File: src/rtl/even_parity_serial_tx.sv
// rtl/even_parity_serial_tx.sv - serial frame transmitter with supplied-parity check
//
// Accepts a data word plus its even-parity bit and shifts out a frame
// LSB-first: start(0), DATA_W data bits, parity, stop(1). Each serial bit is
// held for CLKS_PER_BIT clocks. The supplied parity is compared against the
// data at accept time and a mismatch is flagged, but the frame is still sent
// with the supplied parity bit.
//
// Ports:
//   clk         system clock, rising edge
//   rst         synchronous active-high reset; aborts any frame in flight
//   data_in     word to transmit
//   parity_in   even parity bit from the upstream generator
//   in_valid    data_in/parity_in valid
//   in_ready    combinational: block is idle and not in reset
//   tx_out      registered serial line, idles high
//   busy        registered, high while a frame is in progress
//   frame_done  registered one-cycle pulse in the final stop-bit cycle
//   par_err     registered one-cycle pulse the cycle after a mismatched accept

module even_parity_serial_tx #(
    parameter int DATA_W       = 8,
    parameter int CLKS_PER_BIT = 4
) (
    input  logic              clk,
    input  logic              rst,
    input  logic [DATA_W-1:0] data_in,
    input  logic              parity_in,
    input  logic              in_valid,
    output logic              in_ready,
    output logic              tx_out,
    output logic              busy,
    output logic              frame_done,
    output logic              par_err
);

    localparam int CW = $clog2(CLKS_PER_BIT + 1);
    localparam int IW = (DATA_W > 1) ? $clog2(DATA_W) : 1;
    localparam logic [CW-1:0] CNT_LAST = CW'(CLKS_PER_BIT - 1);
    localparam logic [IW-1:0] IDX_LAST = IW'(DATA_W - 1);

    typedef enum logic [2:0] {
        S_IDLE,
        S_START,
        S_DATA,
        S_PARITY,
        S_STOP
    } state_t;

    state_t            state;
    state_t            state_n;
    logic [CW-1:0]     cnt;
    logic [CW-1:0]     cnt_n;
    logic [IW-1:0]     idx;
    logic [IW-1:0]     idx_n;
    logic [DATA_W-1:0] shreg;
    logic [DATA_W-1:0] shreg_n;
    logic              par_q;
    logic              par_q_n;

    logic              tx_n;
    logic              busy_n;
    logic              done_n;
    logic              perr_n;

    logic              accept;
    logic              bit_end;

    assign in_ready = (state == S_IDLE) && !rst;
    assign accept   = in_valid && in_ready;
    assign bit_end  = (cnt == CNT_LAST);

    // Next-state logic. The registered outputs are computed from the next
    // state so that they line up with the state they describe.
    always_comb begin
        state_n = state;
        cnt_n   = cnt;
        idx_n   = idx;
        shreg_n = shreg;
        par_q_n = par_q;
        perr_n  = 1'b0;

        case (state)
            S_IDLE: begin
                if (accept) begin
                    state_n = S_START;
                    cnt_n   = '0;
                    idx_n   = '0;
                    shreg_n = data_in;
                    par_q_n = parity_in;
                    // Even parity: parity bit XOR all data bits must be 0.
                    perr_n  = parity_in ^ (^data_in);
                end
            end

            S_START: begin
                if (bit_end) begin
                    state_n = S_DATA;
                    cnt_n   = '0;
                    idx_n   = '0;
                end else begin
                    cnt_n = cnt + 1'b1;
                end
            end

            S_DATA: begin
                if (bit_end) begin
                    cnt_n   = '0;
                    shreg_n = shreg >> 1;
                    if (idx == IDX_LAST) begin
                        state_n = S_PARITY;
                    end else begin
                        idx_n = idx + 1'b1;
                    end
                end else begin
                    cnt_n = cnt + 1'b1;
                end
            end

            S_PARITY: begin
                if (bit_end) begin
                    state_n = S_STOP;
                    cnt_n   = '0;
                end else begin
                    cnt_n = cnt + 1'b1;
                end
            end

            S_STOP: begin
                if (bit_end) begin
                    state_n = S_IDLE;
                    cnt_n   = '0;
                end else begin
                    cnt_n = cnt + 1'b1;
                end
            end

            default: begin
                state_n = S_IDLE;
                cnt_n   = '0;
                idx_n   = '0;
            end
        endcase

        case (state_n)
            S_START:  tx_n = 1'b0;
            S_DATA:   tx_n = shreg_n[0];
            S_PARITY: tx_n = par_q_n;
            default:  tx_n = 1'b1;
        endcase

        busy_n = (state_n != S_IDLE);
        done_n = (state_n == S_STOP) && (cnt_n == CNT_LAST);
    end

    always_ff @(posedge clk) begin
        if (rst) begin
            state      <= S_IDLE;
            cnt        <= '0;
            idx        <= '0;
            shreg      <= '0;
            par_q      <= 1'b0;
            tx_out     <= 1'b1;
            busy       <= 1'b0;
            frame_done <= 1'b0;
            par_err    <= 1'b0;
        end else begin
            state      <= state_n;
            cnt        <= cnt_n;
            idx        <= idx_n;
            shreg      <= shreg_n;
            par_q      <= par_q_n;
            tx_out     <= tx_n;
            busy       <= busy_n;
            frame_done <= done_n;
            par_err    <= perr_n;
        end
    end

endmodule

File: config.mk
export PLATFORM = sky130hd
export DESIGN_NAME = even_parity_serial_tx
export DESIGN_NICKNAME = d
export VERILOG_FILES = /design/src/rtl/even_parity_serial_tx.sv
export SDC_FILE = /design/constraint.sdc
export NUM_CORES = 1
export LEC_CHECK = 0
export ABC_AREA = 1
export CORE_MARGIN = 3
export CORE_UTILIZATION = 45
export CTS_CLUSTER_SIZE = 40
export DETAILED_ROUTE_END_ITERATION = 7
export PLACE_DENSITY = 0.68
export RECOVER_POWER = 25
export SETUP_SLACK_MARGIN = 0.3
export SKIP_CTS_REPAIR_TIMING = 1
export SLEW_MARGIN = 20
export SYNTH_ARGS = -nofsm -noshare
export SYNTH_HDL_FRONTEND = slang
export SYNTH_SLANG_ARGS = --single-unit
File: constraint.sdc
create_clock -name clk -period 1.79 [get_ports clk]
set_input_delay 0.179 -clock clk [delete_from_list [all_inputs] [get_ports clk]]
set_output_delay 0.179 -clock clk [all_outputs]
set_load 0.01 [all_outputs]
Word-level counts from Yosys, hierarchy flattened --
Cells that the tools add are included. W data, S select, Z words.
Operators by class: add/sub/neg operators 2, bitwise gates (word level) 4, reduce and logical (&&, ||, !) cells 13, eq/ne operators 15, multiplexer cells 21
Operator list (count):
- $mux W3 | 12
- $eq A3 B2 Y1 const B | 6
- $mux W8 | 2
- $pmux W8 S2 | 1
- $pmux W3 S5 | 1
- $pmux W3 S4 | 1
- $eq A3 B3 Y1 const B | 3
- $ne A2 B2 Y1 const B | 4
- $reduce_xor A8 Y1 | 1
- $add A3 B1 Y3 const B | 2
- $eq A3 B1 Y1 const B | 2
- $pmux W3 S2 | 1
- $reduce_and A5 Y1 | 1
- $reduce_or A4 Y1 | 1
- $logic_and A1 B1 Y1 | 3
- $logic_not A3 Y1 | 1
- $not A1 Y1 | 3
- $pmux W1 S3 | 1
- $reduce_and A3 Y1 | 1
- $reduce_bool A3 Y1 | 1
- $reduce_or A3 Y1 | 1
- $mux W1 | 2
- $reduce_bool A2 Y1 | 1
- $reduce_or A2 Y1 | 1
- 2 further kinds | 2
Storage, ports and cells: bits in registers 22, input port bits 12, output and inout bits 5

Depth between registers and ports, before layout --
depth in word-level cells 7, mapped depth 9, depth with buffers taken out 9

Worst setup path before layout --
Ideal clock, no wire load.
kind register to register, start point reg cnt[0], end point reg idx[0], arrival 1220 ps, data required time 1677 ps, period minus slack after synthesis 1333 ps, library setup time 113 ps, cell stages (with the launch flop) 9, slack 457 ps, cell sequence dfxtp_1 ha_1 nand2_1 o21ai_0 inv_1 nor2_1 nand3_1 nand2_1 nor2_1
On the way: longest elaborated chain between the ends 3, elaborated cells between the ends (all ways) 4, classes of those cells eq/ne (3); reduce/logical (1)
Ends and longest elaborated chain:
- start, declared | line 52 | logic [CW-1:0] cnt;
- start signal, assigned | line 169 | cnt <= cnt_n;
- $eq A3 B2 Y1 * | line 71 | assign bit_end = (cnt == CNT_LAST);
- $ne A2 B2 Y1 (no source line)
- $reduce_and A5 Y1 (no source line) *
- end signal, assigned | line 170 | idx <= idx_n;
- end, declared | line 54 | logic [IW-1:0] idx;
Mark *: on every way between the ends. The rest lies on a longest branch, timed or not. A chain may end at the register's enable or synchronous reset.

Final worst setup path --
start point reg state[0], end point reg tx_out
On the way: longest elaborated chain between the ends 7, elaborated cells between the ends (all ways) 22, classes of those cells eq/ne (7); mux (12); reduce/logical (3)
Ends and longest elaborated chain:
- start, declared | line 50 | state_t state;
- start signal, assigned | line 168 | state <= state_n;
- $logic_not A3 Y1 | line 69, 83
- $logic_and A1 B1 Y1 | line 69 | assign in_ready = (state == S_IDLE) && !rst;
- $logic_and A1 B1 Y1 | line 70 | assign accept = in_valid && in_ready;
- $mux W3 | line 85 | if (accept) begin
- $pmux W3 S5 | line 83 | case (state)
- $eq A3 B2 Y1 / $eq A3 B1 Y1 (equally long branches) | line 145 | case (state_n)
- $pmux W1 S3 * | line 145
- end signal, assigned | line 173 | tx_out <= tx_n;
- end, declared | line 31 | output logic tx_out,
Mark *: on every way between the ends. The rest lies on a longest branch, timed or not. The select of a mux whose other input is x is not followed.

==> metrics.md <==
| Metric | Value |
|---|---|
| #FFs+latches synth | `22` |
| Crit path launch type | `flop` |
| DRT Pass-1 Iters | `5` |
| Rows | `18` |
| Core Region | `0.002500 sq mm` |
| Seq/Total Area, Yosys | `36.82%` |
| Slew @ Worst Pin | `0.3156 ns` |
| CP Capture Type | `flop` |
| Max Cap Violations | `0` |
| Number of synthesized flops with an enable pin | `0` |
| Worst Skew | `0.008007 ns` |
| CP Class | `reg -> reg` |
| Grt ovf | `0` |
| Final period util | `81.01%` |
| Synth area leader | `dfxtp_1` |
| Post-DP HPWL | `2.011 mm` |
| Proportion of layout cells with a drive suffix above 1 | `12.18%` |
| Via count | `1213` |
| Fin crit period | `1.450 ns` |
| CTS tree | `done` |
| Max Fclk | `0.6896 GHz` |
| Async SR Flop Fraction | `0%` |
| Fillers | `234` |
| Post-synth top area share | `36.82%` |
| Lkg Pwr | `0.6790 nW` |
| Area after DPL | `0.001386 sq mm` |
| # H-tree levels | `1` |
| Post-Synth Adder-Cell Area | `3.138%` |
| Die Y | `57.56 microns` |
| Area Growth Syn to Fin | `25.00%` |
| Post-synthesis cell area | `0.001196 sq mm` |
| Post-Synth Simple-Gate Area | `36.82%` |
| Final Core Density | `59.81%` |
| Count leader, synth | `nand2_1` |
| Root buffer selected by CTS | `clkbuf_4` |
| Max-slew violation count | `0` |
| Largest net degree at the start of global routing | `14` |
| Multiplexer share of the synthesized area | `0%` |
| GPL Wtd Cong | `0.8694` |
| Antenna violations before repair | `0` |
| N_diodes | `0` |
| DRT Wirelength | `2.622 mm` |
| Initial Util | `47.85%` |
| Later-pin clock latency in the skew report | `0.31 ns` |
| Mean Syn Cell Area | `6.758 sq um` |
| Slew margin rel. | `78.93%` |
| PD cells | `734.0 mW/mm^2` |
| Synth cell count leaders | `41 x nand2_1, 25 x nor2_1, 22 x dfxtp_1, 22 x nand3_1, 18 x inv_1` |
| Setup slack after layout | `0.3400 ns` |
| Hold WC Path Type | `reg -> reg` |
| Reg clk slew, reported paths | `0.13 ns` |
| DRT iter0 DRCs | `72` |
| Post-route cell area | `0.001495 sq mm` |
| Worst VDD drop | `541.3 uV` |
| WP data required | `1.99 ns` |
| IO Pins | `17` |
| Total GRT Usage | `16.79%` |
| Global-route wire length before repair | `4.457 mm` |
| Xor and xnor area share after synthesis | `2.929%` |
| Ys Warns | `0` |
| Vias in the first global route | `1041` |
| Max FO, Critical Path | `7` |
| Multi-input logic area | `695.7 sq um` |
| Die ar. | `0.003313 sq mm` |
| Status | `finished, final reports clean` |
| Post-Place Worst Slack | `0.1128 ns` |
| Num CTS Buffers | `3` |
| Top cells by area, synth | `dfxtp_1 37%, nand2_1 13%, nand3_1 9.2%` |
| Ys flop type | `dfxtp_1` |
| DRC viols | `0` |
| Clk sinks | `22` |
| Total power | `0.001097 W` |
| FF+latch area | `446.7 sq um` |
| R2R Setup Slk | `0.34 ns` |
| Routed Antenna Nets | `0` |
| RSZ-0062 raised after global routing | `false` |
| Final Hold Vio Count | `0` |
| Critical Path AT | `1.65 ns` |
| Die width | `57.56 microns` |
| # setup viols final | `0` |
| Main combinational cell family by area after synthesis | `simple AND/OR/NAND/NOR gates` |
| Mapped Cells | `177` |
| Synth cell types | `25` |
| Mapped Nets | `192` |
| Post-synthesis compound-gate area fraction | `12.13%` |
| Clk buf depth | `2` |
| Avg WL per Cell | `11.55 microns` |
| Setup TNS | `0 ns` |
| Mean number of vias per cell | `5.344` |
| Port-buffer cells | `16` |
| Final-stage net count | `213` |
==> final timing paths <==
path | from | end | depth (start not counted)
worst max-delay path | state[0] | tx_out | 7
worst min-delay path | shreg[1] | shreg[1] | 2
worst max register to register | state[0] | tx_out | 7
worst min register to register | shreg[1] | shreg[1] | 2
==> registers in the layout (all words and copies together) (netlist names) <==
name	count
tx_out	1
state	3
cnt	3
idx	3
shreg	8
par_err	1
frame_done	1
busy	1
par_q	1
==> metal layers <==
layer | track usage (%) | up-vias | routed length (microns)
met3 | 3.167 | 2 | 147
li1 | - | 618 | -
met1 | 23.24 | 562 | 1216
met4 | 6.623 | 0 | 14
met2 | 25.65 | 31 | 1243
met5 | 0 | - | 0
==> cells by family after synthesis <==
logic type	count (synthesis)
compound gates	25
flops	22
buf+inv	24
fa+ha+maj	3
xor+xnor	4
simple gates	99
==> area by class of cell <==
| cell class | instances | share of cell area, % |
|---|---|---|
| clock buffers | 3 | 1.506 |
| well taps | 30 | 2.510 |
| clock inverters | 1 | 2.008 |
| multi-input cells | 131 | 46.53 |
| repair buffers | 18 | 11.88 |
| flip-flops and latches | 22 | 29.87 |
| inverters | 22 | 5.690 |
==> stage by stage <==
step,std cells,hold slack (ns)
after floorplan,177,0.3081
after global placement,222,0.4503
after detailed placement,222,0.4566
after CTS,226,0.4725
after global routing,227,0.4794
final,227,0.4762
==> power by group <==
part | switching [W] | internal [W]
registers | 0.0000156 | 0.000514
clock network | 0.000154 | 0.000226
logic | 0.000103 | 0.0000848
total | 0.000272 | 0.000825
==> critical path, stage by stage, from the launching register on <==
cell	delay (ns)
dfxtp_1	0.52
inv_1	0.20
o21ai_2	0.18
inv_1	0.05
nor2_1	0.11
nand2_1	0.11
nand2_1	0.09
nand3_1	0.08
==> cell usage in the layout (no fill, tap or decap), types with 3 or more instances in the layout <==
master and instances:
a21oi_1 10, a22oi_1 6, clkbuf_4 3, clkdlybuf4s50_1 15, dfxtp_1 19, ha_1 3, inv_1 19, nand2_1 40
nand3_1 21, nor2_1 22, nor2_4 4, o21ai_0 3
Note: power is estimated with default switching activity, not from simulation.
